[src/rtl/alu_pkg.sv]
// ---------------------------------------------------------------------------
// alu_pkg
// Shared definitions for the sequential accumulator ALU.
//   - OP_* : 3-bit operation codes (all eight codes are meaningful)
//   - state_t : control FSM states IDLE / MUL / DONE
//   - flags_t : status flag bundle {carry, ovf, zero}
// ---------------------------------------------------------------------------
package alu_pkg;

    localparam logic [2:0] OP_ADD = 3'b000;
    localparam logic [2:0] OP_OR  = 3'b001;
    localparam logic [2:0] OP_SUB = 3'b010;
    localparam logic [2:0] OP_XOR = 3'b011;
    localparam logic [2:0] OP_AND = 3'b100;
    localparam logic [2:0] OP_ACC = 3'b101;
    localparam logic [2:0] OP_MUL = 3'b110;
    localparam logic [2:0] OP_CLR = 3'b111;

    typedef enum logic [1:0] {
        IDLE = 2'd0,
        MUL  = 2'd1,
        DONE = 2'd2
    } state_t;

    typedef struct packed {
        logic carry;
        logic ovf;
        logic zero;
    } flags_t;

endpackage

[src/rtl/seq_mul_shift_add.sv]
// ---------------------------------------------------------------------------
// seq_mul_shift_add
// Iterative unsigned shift-add multiplier, one partial product per cycle.
// Ports:
//   clk, rst_n      clock, asynchronous active-low reset
//   start           load a/b, clear the product, set the counter to N
//   a, b [N-1:0]    multiplicand / multiplier, sampled on the start edge
//   busy            iterations remain (counter != 0)
//   done            the step executing this cycle is the final one
//   product [2N-1:0] product including this cycle's step; exact while done
// ---------------------------------------------------------------------------
module seq_mul_shift_add #(
    parameter int N = 4
) (
    input  logic           clk,
    input  logic           rst_n,
    input  logic           start,
    input  logic [N-1:0]   a,
    input  logic [N-1:0]   b,
    output logic           busy,
    output logic           done,
    output logic [2*N-1:0] product
);

    localparam int CW = $clog2(N + 1);

    logic [2*N-1:0] mcand;
    logic [N-1:0]   mplier;
    logic [2*N-1:0] prod;
    logic [CW-1:0]  count;
    logic [2*N-1:0] step_prod;

    // The product is exposed with the current step already folded in, so the
    // controller can capture the final value on the same edge that performs
    // the last iteration instead of waiting an extra cycle.
    always_comb begin
        step_prod = prod + (mplier[0] ? mcand : '0);
        busy      = (count != '0);
        done      = (count == CW'(1));
        product   = step_prod;
    end

    // Classic shift-add: add the shifted multiplicand whenever the current
    // multiplier LSB is set, then shift both operands for the next bit.
    always_ff @(posedge clk or negedge rst_n) begin
        if (!rst_n) begin
            mcand  <= '0;
            mplier <= '0;
            prod   <= '0;
            count  <= '0;
        end else if (start) begin
            mcand  <= {{N{1'b0}}, a};
            mplier <= b;
            prod   <= '0;
            count  <= CW'(N);
        end else if (busy) begin
            prod   <= step_prod;
            mcand  <= mcand << 1;
            mplier <= mplier >> 1;
            count  <= count - CW'(1);
        end
    end

endmodule

[src/rtl/alu_seq_acc.sv]
// ---------------------------------------------------------------------------
// alu_seq_acc
// Sequential N-bit ALU with valid/ready handshake, accumulator, status flags
// and an iterative multiplier. One operation in flight at a time.
// Ports:
//   clk, rst_n              clock, asynchronous active-low reset
//   in_valid / in_ready     operation handshake (in_ready high only in IDLE)
//   A, B [N-1:0], opcode[3] operands and operation select
//   out_valid / out_ready   result handshake; result held until taken
//   result [N-1:0]          operation result
//   carry, ovf, zero        status flags registered alongside the result
// ---------------------------------------------------------------------------
module alu_seq_acc #(
    parameter int N = 4
) (
    input  logic         clk,
    input  logic         rst_n,
    input  logic         in_valid,
    output logic         in_ready,
    input  logic [N-1:0] A,
    input  logic [N-1:0] B,
    input  logic [2:0]   opcode,
    output logic         out_valid,
    input  logic         out_ready,
    output logic [N-1:0] result,
    output logic         carry,
    output logic         ovf,
    output logic         zero
);

    import alu_pkg::*;

    state_t         state;
    logic [N-1:0]   acc;
    logic [N-1:0]   result_q;
    flags_t         flags_q;

    logic           accept;
    logic           mul_start;
    logic           mul_busy;
    logic           mul_done;
    logic [2*N-1:0] mul_product;

    logic [N-1:0]   add_x;
    logic [N-1:0]   add_y;
    logic           add_cin;
    logic [N:0]     sum;
    logic           add_ovf;
    logic [N-1:0]   alu_res;
    logic           alu_carry;
    logic           alu_ovf;

    // An operation is taken only while idle; the multiplier is kicked off on
    // that same edge so its operands are captured exactly once.
    always_comb begin
        accept    = in_valid && in_ready && (state == IDLE);
        mul_start = accept && (opcode == OP_MUL);
    end

    seq_mul_shift_add #(.N(N)) u_mul (
        .clk     (clk),
        .rst_n   (rst_n),
        .start   (mul_start),
        .a       (A),
        .b       (B),
        .busy    (mul_busy),
        .done    (mul_done),
        .product (mul_product)
    );

    // One (N+1)-bit adder serves ADD, SUB and ACC. SUB is A + ~B + 1, so the
    // adder carry-out is the inverse of the borrow. ACC routes the
    // accumulator into the first adder input instead of A.
    always_comb begin
        add_x   = (opcode == OP_ACC) ? acc : A;
        add_y   = (opcode == OP_SUB) ? ~B : ((opcode == OP_ACC) ? A : B);
        add_cin = (opcode == OP_SUB);
        sum     = {1'b0, add_x} + {1'b0, add_y} + {{N{1'b0}}, add_cin};
        add_ovf = (add_x[N-1] == add_y[N-1]) && (sum[N-1] != add_x[N-1]);

        alu_res   = '0;
        alu_carry = 1'b0;
        alu_ovf   = 1'b0;
        case (opcode)
            OP_ADD, OP_ACC: begin
                alu_res   = sum[N-1:0];
                alu_carry = sum[N];
                alu_ovf   = add_ovf;
            end
            OP_SUB: begin
                alu_res   = sum[N-1:0];
                alu_carry = ~sum[N];
                alu_ovf   = add_ovf;
            end
            OP_OR:   alu_res = A | B;
            OP_XOR:  alu_res = A ^ B;
            OP_AND:  alu_res = A & B;
            default: alu_res = '0;
        endcase
    end

    // Control FSM. Single-cycle ops register their result on the accept edge
    // and go straight to DONE; MUL waits for the multiplier's final step and
    // captures the product on that edge. Handshake outputs are registered so
    // they only change on clock edges (or asynchronously on reset).
    always_ff @(posedge clk or negedge rst_n) begin
        if (!rst_n) begin
            state     <= IDLE;
            in_ready  <= 1'b1;
            out_valid <= 1'b0;
            result_q  <= '0;
            flags_q   <= '0;
            acc       <= '0;
        end else begin
            case (state)
                IDLE: begin
                    if (accept) begin
                        in_ready <= 1'b0;
                        if (opcode == OP_MUL) begin
                            state <= MUL;
                        end else begin
                            result_q      <= alu_res;
                            flags_q.carry <= alu_carry;
                            flags_q.ovf   <= alu_ovf;
                            flags_q.zero  <= (alu_res == '0);
                            if (opcode == OP_ACC) acc <= alu_res;
                            if (opcode == OP_CLR) acc <= '0;
                            out_valid     <= 1'b1;
                            state         <= DONE;
                        end
                    end
                end
                MUL: begin
                    if (mul_done) begin
                        result_q      <= mul_product[N-1:0];
                        flags_q.carry <= |mul_product[2*N-1:N];
                        flags_q.ovf   <= 1'b0;
                        flags_q.zero  <= (mul_product[N-1:0] == '0);
                        out_valid     <= 1'b1;
                        state         <= DONE;
                    end else if (!mul_busy) begin
                        // Multiplier idle without finishing: recover to IDLE
                        // rather than waiting forever.
                        in_ready <= 1'b1;
                        state    <= IDLE;
                    end
                end
                DONE: begin
                    if (out_ready) begin
                        out_valid <= 1'b0;
                        in_ready  <= 1'b1;
                        state     <= IDLE;
                    end
                end
                default: begin
                    in_ready  <= 1'b1;
                    out_valid <= 1'b0;
                    state     <= IDLE;
                end
            endcase
        end
    end

    assign result = result_q;
    assign carry  = flags_q.carry;
    assign ovf    = flags_q.ovf;
    assign zero   = flags_q.zero;

endmodule

[config.mk]
export PLATFORM = sky130hd
export DESIGN_NAME = alu_seq_acc
export DESIGN_NICKNAME = d
export VERILOG_FILES = /design/src/rtl/alu_pkg.sv /design/src/rtl/seq_mul_shift_add.sv /design/src/rtl/alu_seq_acc.sv
export SDC_FILE = /design/constraint.sdc
export NUM_CORES = 1
export LEC_CHECK = 0
export ABC_AREA = 1
export CORE_ASPECT_RATIO = 0.9
export CORE_MARGIN = 5
export CORE_UTILIZATION = 52
export CTS_CLUSTER_SIZE = 40
export DETAILED_ROUTE_END_ITERATION = 6
export GPL_TIMING_DRIVEN = 0
export PLACE_DENSITY = 0.79
export SYNTH_ARGS = -nofsm -noshare
export SYNTH_HDL_FRONTEND = slang
export SYNTH_SLANG_ARGS = --single-unit
[constraint.sdc]
create_clock -name clk -period 2.3 [get_ports clk]
set_clock_uncertainty 0.2 [all_clocks]
set_input_delay 0.575 -clock clk [delete_from_list [all_inputs] [get_ports clk]]
set_output_delay 0.575 -clock clk [all_outputs]
set_load 0.005 [all_outputs]
Word level (Yosys, flattened, before mapping)

Index checks and enable logic that the tools add are counted.

Divide/modulo/power cells: 0
Muxes and demuxes: 41
Equal/unequal tests: 19
$mul: 0
$add $sub $neg: 4
Reduce and logical (&&, ||, !) cells: 20
Magnitude comparators: 0
Bitwise logic cells: 6
Shift-type cells: 0

Operator list:

| cell                                           | number |
|---|---|
| 2-to-1 mux 4 bit                               | 10 |
| 2-to-1 mux 8 bit                               | 5 |
| case mux 4 bit (4 select lines)                | 1 |
| AND reduction 4 bit                            | 4 |
| 2-to-1 mux 3 bit                               | 5 |
| == test 3 bit (second input constant)          | 4 |
| != test 2 bit (second input constant)          | 6 |
| 2-to-1 mux 2 bit                               | 5 |
| 2-to-1 mux 1 bit                               | 9 |
| adder 8 bit                                    | 1 |
| zero test 4 bit                                | 2 |
| case mux 4 bit (2 select lines)                | 1 |
| == test 3 x 1 -> 1 bit (second input constant) | 2 |
| == test 3 x 2 -> 1 bit (second input constant) | 2 |
| case mux 1 bit (3 select lines)                | 2 |
| case mux 2 bit (3 select lines)                | 1 |
| case mux 3 bit (2 select lines)                | 1 |
| nonzero test 2 bit                             | 3 |
| adder 4 x 4 -> 5 bit                           | 1 |
| adder 5 x 1 -> 5 bit                           | 1 |
| AND 4 bit                                      | 1 |
| logical AND 1 bit                              | 4 |
| inverter 4 bit                                 | 1 |
| bitwise OR 4 bit                               | 1 |
| other kinds (16)                               | 17 |

Bits in writable memories: 0
Register bits: 38
Word-level logic and storage cells: 102
Memories: 0
Output and inout bits: 9
Latch bits: 0
Input port bits: 15
Bits in read-only memories: 0

Longest topological paths before layout

Word-level depth: 11
Depth in mapped cells: 19
Mapped depth without buffers: 16

By module

A second synthesis with hierarchy kept.

Cells, all modules: 372
Area, all modules: 2859.0 um2

Modules (own cells, without submodules):

| module            | area each (um2) | instances | cells an instance | sequential area each (um2) |
|---|---|---|---|---|
| alu_seq_acc       | 1442.6          | 1         | 197               | 376.6 |
| seq_mul_shift_add | 1416.4          | 1         | 175               | 575.6 |

Worst setup path after synthesis

Ideal clock, no wire load.

Path type: input to register
From: input opcode[2]
To: register carry (netlist name)
Path buffers: 3
Slack: -559 ps
Stages: 19
Setup time: 116 ps
Required time: 1984 ps
Arrival time: 2542 ps
Path through: buf_4 > inv_2 > buf_6 > nand3_1 > buf_2 > o21ai_0 > o22ai_1 > fa_1 > inv_1 > fa_1 > nand2_1 > nand2_1 > a21oi_1 > and2_1 > o21ai_1 > nand2_1 > inv_1 > nand2_1 > nand2_1

Longest elaborated chain between the ends: 10
Elaborated cells between the ends (all ways): 17

RTL lines:

| what                            | line                                                    | RTL |
|---|---|---|
| start: declaration              | alu_seq_acc.sv:22                                       | `input logic [2:0] opcode,` |
| == test 3 bit                   | alu_seq_acc.sv:75, alu_seq_acc.sv:76, alu_seq_acc.sv:84 |  |
| 2-to-1 mux 4 bit (2 in a row)   | alu_seq_acc.sv:76                                       | `add_y = (opcode == OP_SUB) ? ~B : ((opcode == OP_ACC) ? A : B);` |
| adder 4 x 4 -> 5 bit            | alu_seq_acc.sv:78                                       | `sum = {1'b0, add_x} + {1'b0, add_y} + {{N{1'b0}}, add_cin};` |
| adder 5 x 1 -> 5 bit            | alu_seq_acc.sv:78                                       |  |
| inverter 1 bit                  | alu_seq_acc.sv:92                                       | `alu_carry = ~sum[N];` |
| case mux 1 bit (2 select lines) | alu_seq_acc.sv:84                                       | `case (opcode)` |
| 2-to-1 mux 3 bit                | alu_seq_acc.sv:119                                      | `if (opcode == OP_MUL) begin` |
| 2-to-1 mux 3 bit                | alu_seq_acc.sv:117                                      | `if (accept) begin` |
| case mux 3 bit (2 select lines) | alu_seq_acc.sv:115                                      | `case (state)` |

Several ways; a longest one is shown, not always the timed one. The select of a mux whose other input is x is not followed.
A chain may end at the register's enable or synchronous reset.

Final worst setup path

From: input B[0]
To: register zero (netlist name)

Longest elaborated chain between the ends: 9
Elaborated cells between the ends (all ways): 13

RTL lines:

| what                                               | line               | RTL |
|---|---|---|
| start: declaration                                 | alu_seq_acc.sv:21  | `input logic [N-1:0] B,` |
| 2-to-1 mux 4 bit or inverter 4 bit (tied branches) | alu_seq_acc.sv:76  |  |
| 2-to-1 mux 4 bit                                   | alu_seq_acc.sv:76  |  |
| adder 4 x 4 -> 5 bit                               | alu_seq_acc.sv:78  |  |
| adder 5 x 1 -> 5 bit                               | alu_seq_acc.sv:78  |  |
| case mux 4 bit (4 select lines) *                  | alu_seq_acc.sv:84  |  |
| zero test 4 bit *                                  | alu_seq_acc.sv:125 | `flags_q.zero <= (alu_res == '0);` |
| 2-to-1 mux 3 bit *                                 | alu_seq_acc.sv:119 |  |
| 2-to-1 mux 3 bit *                                 | alu_seq_acc.sv:117 |  |
| case mux 3 bit (2 select lines) *                  | alu_seq_acc.sv:115 |  |

Every way passes the cells marked *; elsewhere a longest branch is shown, timed or not. The select of a mux whose other input is x is not followed.

==> flow_metrics.env <==
export IMPL_timing_rr_end="carry$_DFFE_PN0P_"
export IMPL_setup_viol=7
export IMPL_maxCapViolations=0
export IMPL_drt_wl_total_um=7116
export IMPL_core_rowCount=24
export IMPL_fp_coreArea_um2=4925
export IMPL_io_pins=24
export IMPL_p_per_area_nw_per_um2=836.7
export IMPL_synth_edf_count=0
export IMPL_fin_ws_ns=-0.1888
export IMPL_violations="setup timing"
export IMPL_synth_seq_area_share_pct=35.63
export IMPL_rsz0062_at_grt="true"
export IMPL_ys_flop_type="dfrtp_1"
export IMPL_register_area_um2=953.4
export IMPL_drc_errors=0
export IMPL_dr_pass1_iters=4
export IMPL_overflow=0
export IMPL_portBuffers=22
export IMPL_worstSetupPathType="input port to flip-flop"
export IMPL_place_hpwl_um=4628
export IMPL_end_kind="flip-flop"
export IMPL_drt_wirelength_per_cell_um=15.11
export IMPL_min_path_type="input port to asynchronous set/reset pin"
export IMPL_antennaDiodeCount=0
export IMPL_period_needed_ns=2.489
export IMPL_synth_distinct_cells=31
export IMPL_ctsHtreeMaxLevel=2
export IMPL_place_area_um2=3032
export IMPL_status="finished with violations"
export IMPL_r2r_start="u_mul.mplier[0]$_DFFE_PN0P_"
export IMPL_fin_setup_tns_ns=-0.6705
export IMPL_slowest_delay_ns=0.36
export IMPL_worstPathMaxFanout=4
export IMPL_grt_usage_pct=20.90
export IMPL_cts_tree="built"
export IMPL_cts_clk_slew_worst_paths_ns=0.07
export IMPL_fillers=379
export IMPL_worst_pin_slew_ns=0.8456
export IMPL_hold_violations=0
export IMPL_clk_path_buf_depth=2
export IMPL_peakVddDrop_v=0.0007379
export IMPL_syn2layout_area_growth_pct=29.12
export IMPL_drt_iter0_markers=228
export IMPL_gp_congestion=0.8875
export IMPL_cts_root_buf="clkbuf_8"
export IMPL_cts_sinks=38
export IMPL_syn_nets=401
export IMPL_syn_cell_area_um2=2673
export IMPL_cts_made_buffers=5
export IMPL_slew_headroom_pct=43.63
export IMPL_antenna_left=0
export IMPL_clock_latency_ns=0.29
export IMPL_slew_violations=0
export IMPL_crit_required_ns=2.33
export IMPL_worstSetupStartpointType="input port"
export IMPL_multiInputGateArea_um2=1625
export IMPL_vias=2607
export IMPL_crit_path_cell_trace="dlygate4sd2_1 -> inv_2 -> a21oi_2 -> o22ai_2 -> fa_2 -> inv_2 -> fa_2 -> xor2_1 -> nand2_1 -> nand2_2 -> nor2_2 -> nand3_2 -> a21oi_2"
export IMPL_grt_pass1_vias=2463
export IMPL_final_layout_size_suffix_gt1_share_pct=23.65
export IMPL_ys_ff_latch=38
export IMPL_grt_pass1_wl_um=11200
export IMPL_path_buf_inv=3
export IMPL_syn_area_per_cell_um2=7.383
export IMPL_max_freq_mhz=401.8
export IMPL_fin_nets=444
export IMPL_syn_inst=362
export IMPL_die_area_um2=6675
export IMPL_yosysWarnings=0
export IMPL_antenna_found_initial=0
export IMPL_reg2reg_slack_ns=0.03
export IMPL_start_util_pct=54.27
export IMPL_die_h_um=78.01
export IMPL_period_share_pct=108.2
export IMPL_critPathSlowestCell="fa_2"
export IMPL_die_width_um=85.57
export IMPL_vias_per_cell=5.535
export IMPL_grt_max_degree=39
export IMPL_crit_family="adder cells"
export IMPL_arrival_ns=2.52
export IMPL_async_flop_share_pct=100.0
export IMPL_total_power_uw=2887
export IMPL_fin_area_um2=3451
export IMPL_p_leak_uw=0.001798
export IMPL_rr_worst_depth=12
==> stage by stage <==
stage / setup slack, ns / utilization, % / std cells / hold slack [ns]
after floorplan: -0.4933 / - / 362 / 0.07941
after global placement: -1.249 / 61.66 / 449 / 0.2653
after detailed placement: -1.261 / 61.56 / 449 / 0.2645
after CTS: -0.1380 / 66.92 / 470 / 0.2106
after global routing: -0.2377 / 70.07 / 471 / 0.2486
final: -0.1888 / 70.07 / 471 / 0.1836
==> kinds of logic after synthesis <==
| logic type | after synthesis | share of synthesized area [%] |
|---|---|---|
| simple gates | 154 | 25.05 |
| fa+ha+maj | 24 | 12.08 |
| xor+xnor | 6 | 1.966 |
| compound gates | 62 | 13.72 |
| buf+inv | 78 | 11.56 |
| flops | 38 | 35.63 |
==> report_power, final <==
group	internal, uW	switching (uW)	total (uW)
clock network	242	236	478
logic	565	788	1350
registers	905	152	1060
==> state kept, by name, summed over array words and instances (netlist names) <==
name and flops:
zero 1, out_valid 1, result 4, ovf 1, u_mul.mcand 8, in_ready 1, u_mul.count 3, u_mul.mplier 4
state 2, u_mul.prod 8, acc 4, carry 1
==> Yosys cell counts, types with 2 or more instances <==
cell / instances / area, um^2
o21ai_0: 20 / 100.1
o22ai_1: 10 / 62.56
a21oi_1: 15 / 75.07
nand3_1: 21 / 105.1
inv_2: 6 / 22.52
nand4_1: 4 / 25.02
xnor2_1: 2 / 17.52
o211ai_1: 2 / 15.01
nor2_1: 22 / 82.58
o221ai_1: 5 / 43.79
buf_2: 4 / 20.02
inv_1: 63 / 236.5
fa_1: 3 / 60.06
a22o_1: 5 / 43.79
nor3_2: 3 / 30.03
nand3b_1: 4 / 30.03
clkbuf_1: 3 / 11.26
o21ai_1: 4 / 20.02
dfrtp_1: 37 / 925.9
nand2_1: 95 / 356.6
xor2_1: 4 / 35.03
ha_1: 21 / 262.8
==> layout by cell type, fill, tap and decap left out, types with 4 or more instances in the layout <==
| cell type | n |
|---|---|
| buf_2 | 4 |
| nor2_1 | 20 |
| nand4_1 | 4 |
| inv_1 | 52 |
| buf_6 | 4 |
| o21ai_0 | 11 |
| o221ai_1 | 5 |
| nand3b_1 | 4 |
| nand2_2 | 8 |
| inv_2 | 14 |
| xor2_1 | 4 |
| dlygate4sd2_1 | 5 |
| a22o_1 | 5 |
| nand2_1 | 86 |
| clkbuf_8 | 6 |
| nand3_1 | 15 |
| ha_1 | 18 |
| buf_4 | 14 |
| clkdlybuf4s50_1 | 12 |
| a21oi_1 | 6 |
| o21ai_1 | 7 |
| o21ai_2 | 6 |
| o22ai_1 | 8 |
| a21oi_2 | 8 |
| dfrtp_1 | 36 |
==> repair_timing <==
action,4_1_cts,5_1_grt
gates resized for setup,49,43
setup endpoints to repair,13,21
pin swaps,11,10
setup buffers,14,3
hold endpoints to repair,0,0
gates cloned,0,0
hold buffers,0,0
==> worst register-to-register path: stages (launching register included) <==
cell	delay, ns
dfrtp_2	0.48
nand2_1	0.12
inv_1	0.05
ha_1	0.20
fa_1	0.43
nand4_1	0.16
nand3_1	0.09
nand2_1	0.07
nand2_1	0.06
nor2_1	0.11
nand2_1	0.09
nand2_1	0.07
nand2_1	0.05
==> worst max-delay path by stage <==
| stage | startpoint | to | cells past startpoint |
|---|---|---|---|
| 2_1_floorplan | opcode[2] | zero$_DFFE_PN0P_ | 15 |
| 3_5_place_dp | opcode[0] | zero$_DFFE_PN0P_ | 13 |
| 4_1_cts | opcode[1] | zero$_DFFE_PN0P_ | 14 |
| 3_3_place_gp | opcode[0] | zero$_DFFE_PN0P_ | 13 |
| 5_1_grt | opcode[1] | zero$_DFFE_PN0P_ | 14 |
| 6_report | B[0] | zero$_DFFE_PN0P_ | 13 |
==> layer usage <==
metal | up-vias | track usage (%) | wire length, um
met5 | - | 0 | 0
met1 | 1237 | 26.99 | 3049
met4 | 0 | 7.595 | 189
li1 | 1253 | - | -
met3 | 24 | 3.770 | 408
met2 | 93 | 35.17 | 3468
==> cell type report <==
class / count / share of cell area [%]
multi-input combinational: 246 / 47.10
sequential: 38 / 27.63
clock buffer: 7 / 2.502
timing repair buffer: 39 / 10.55
buffer: 6 / 1.559
clock inverter: 1 / 0.1450
inverter: 69 / 8.158
tap: 65 / 2.357
(Power assumes the default switching activity.)
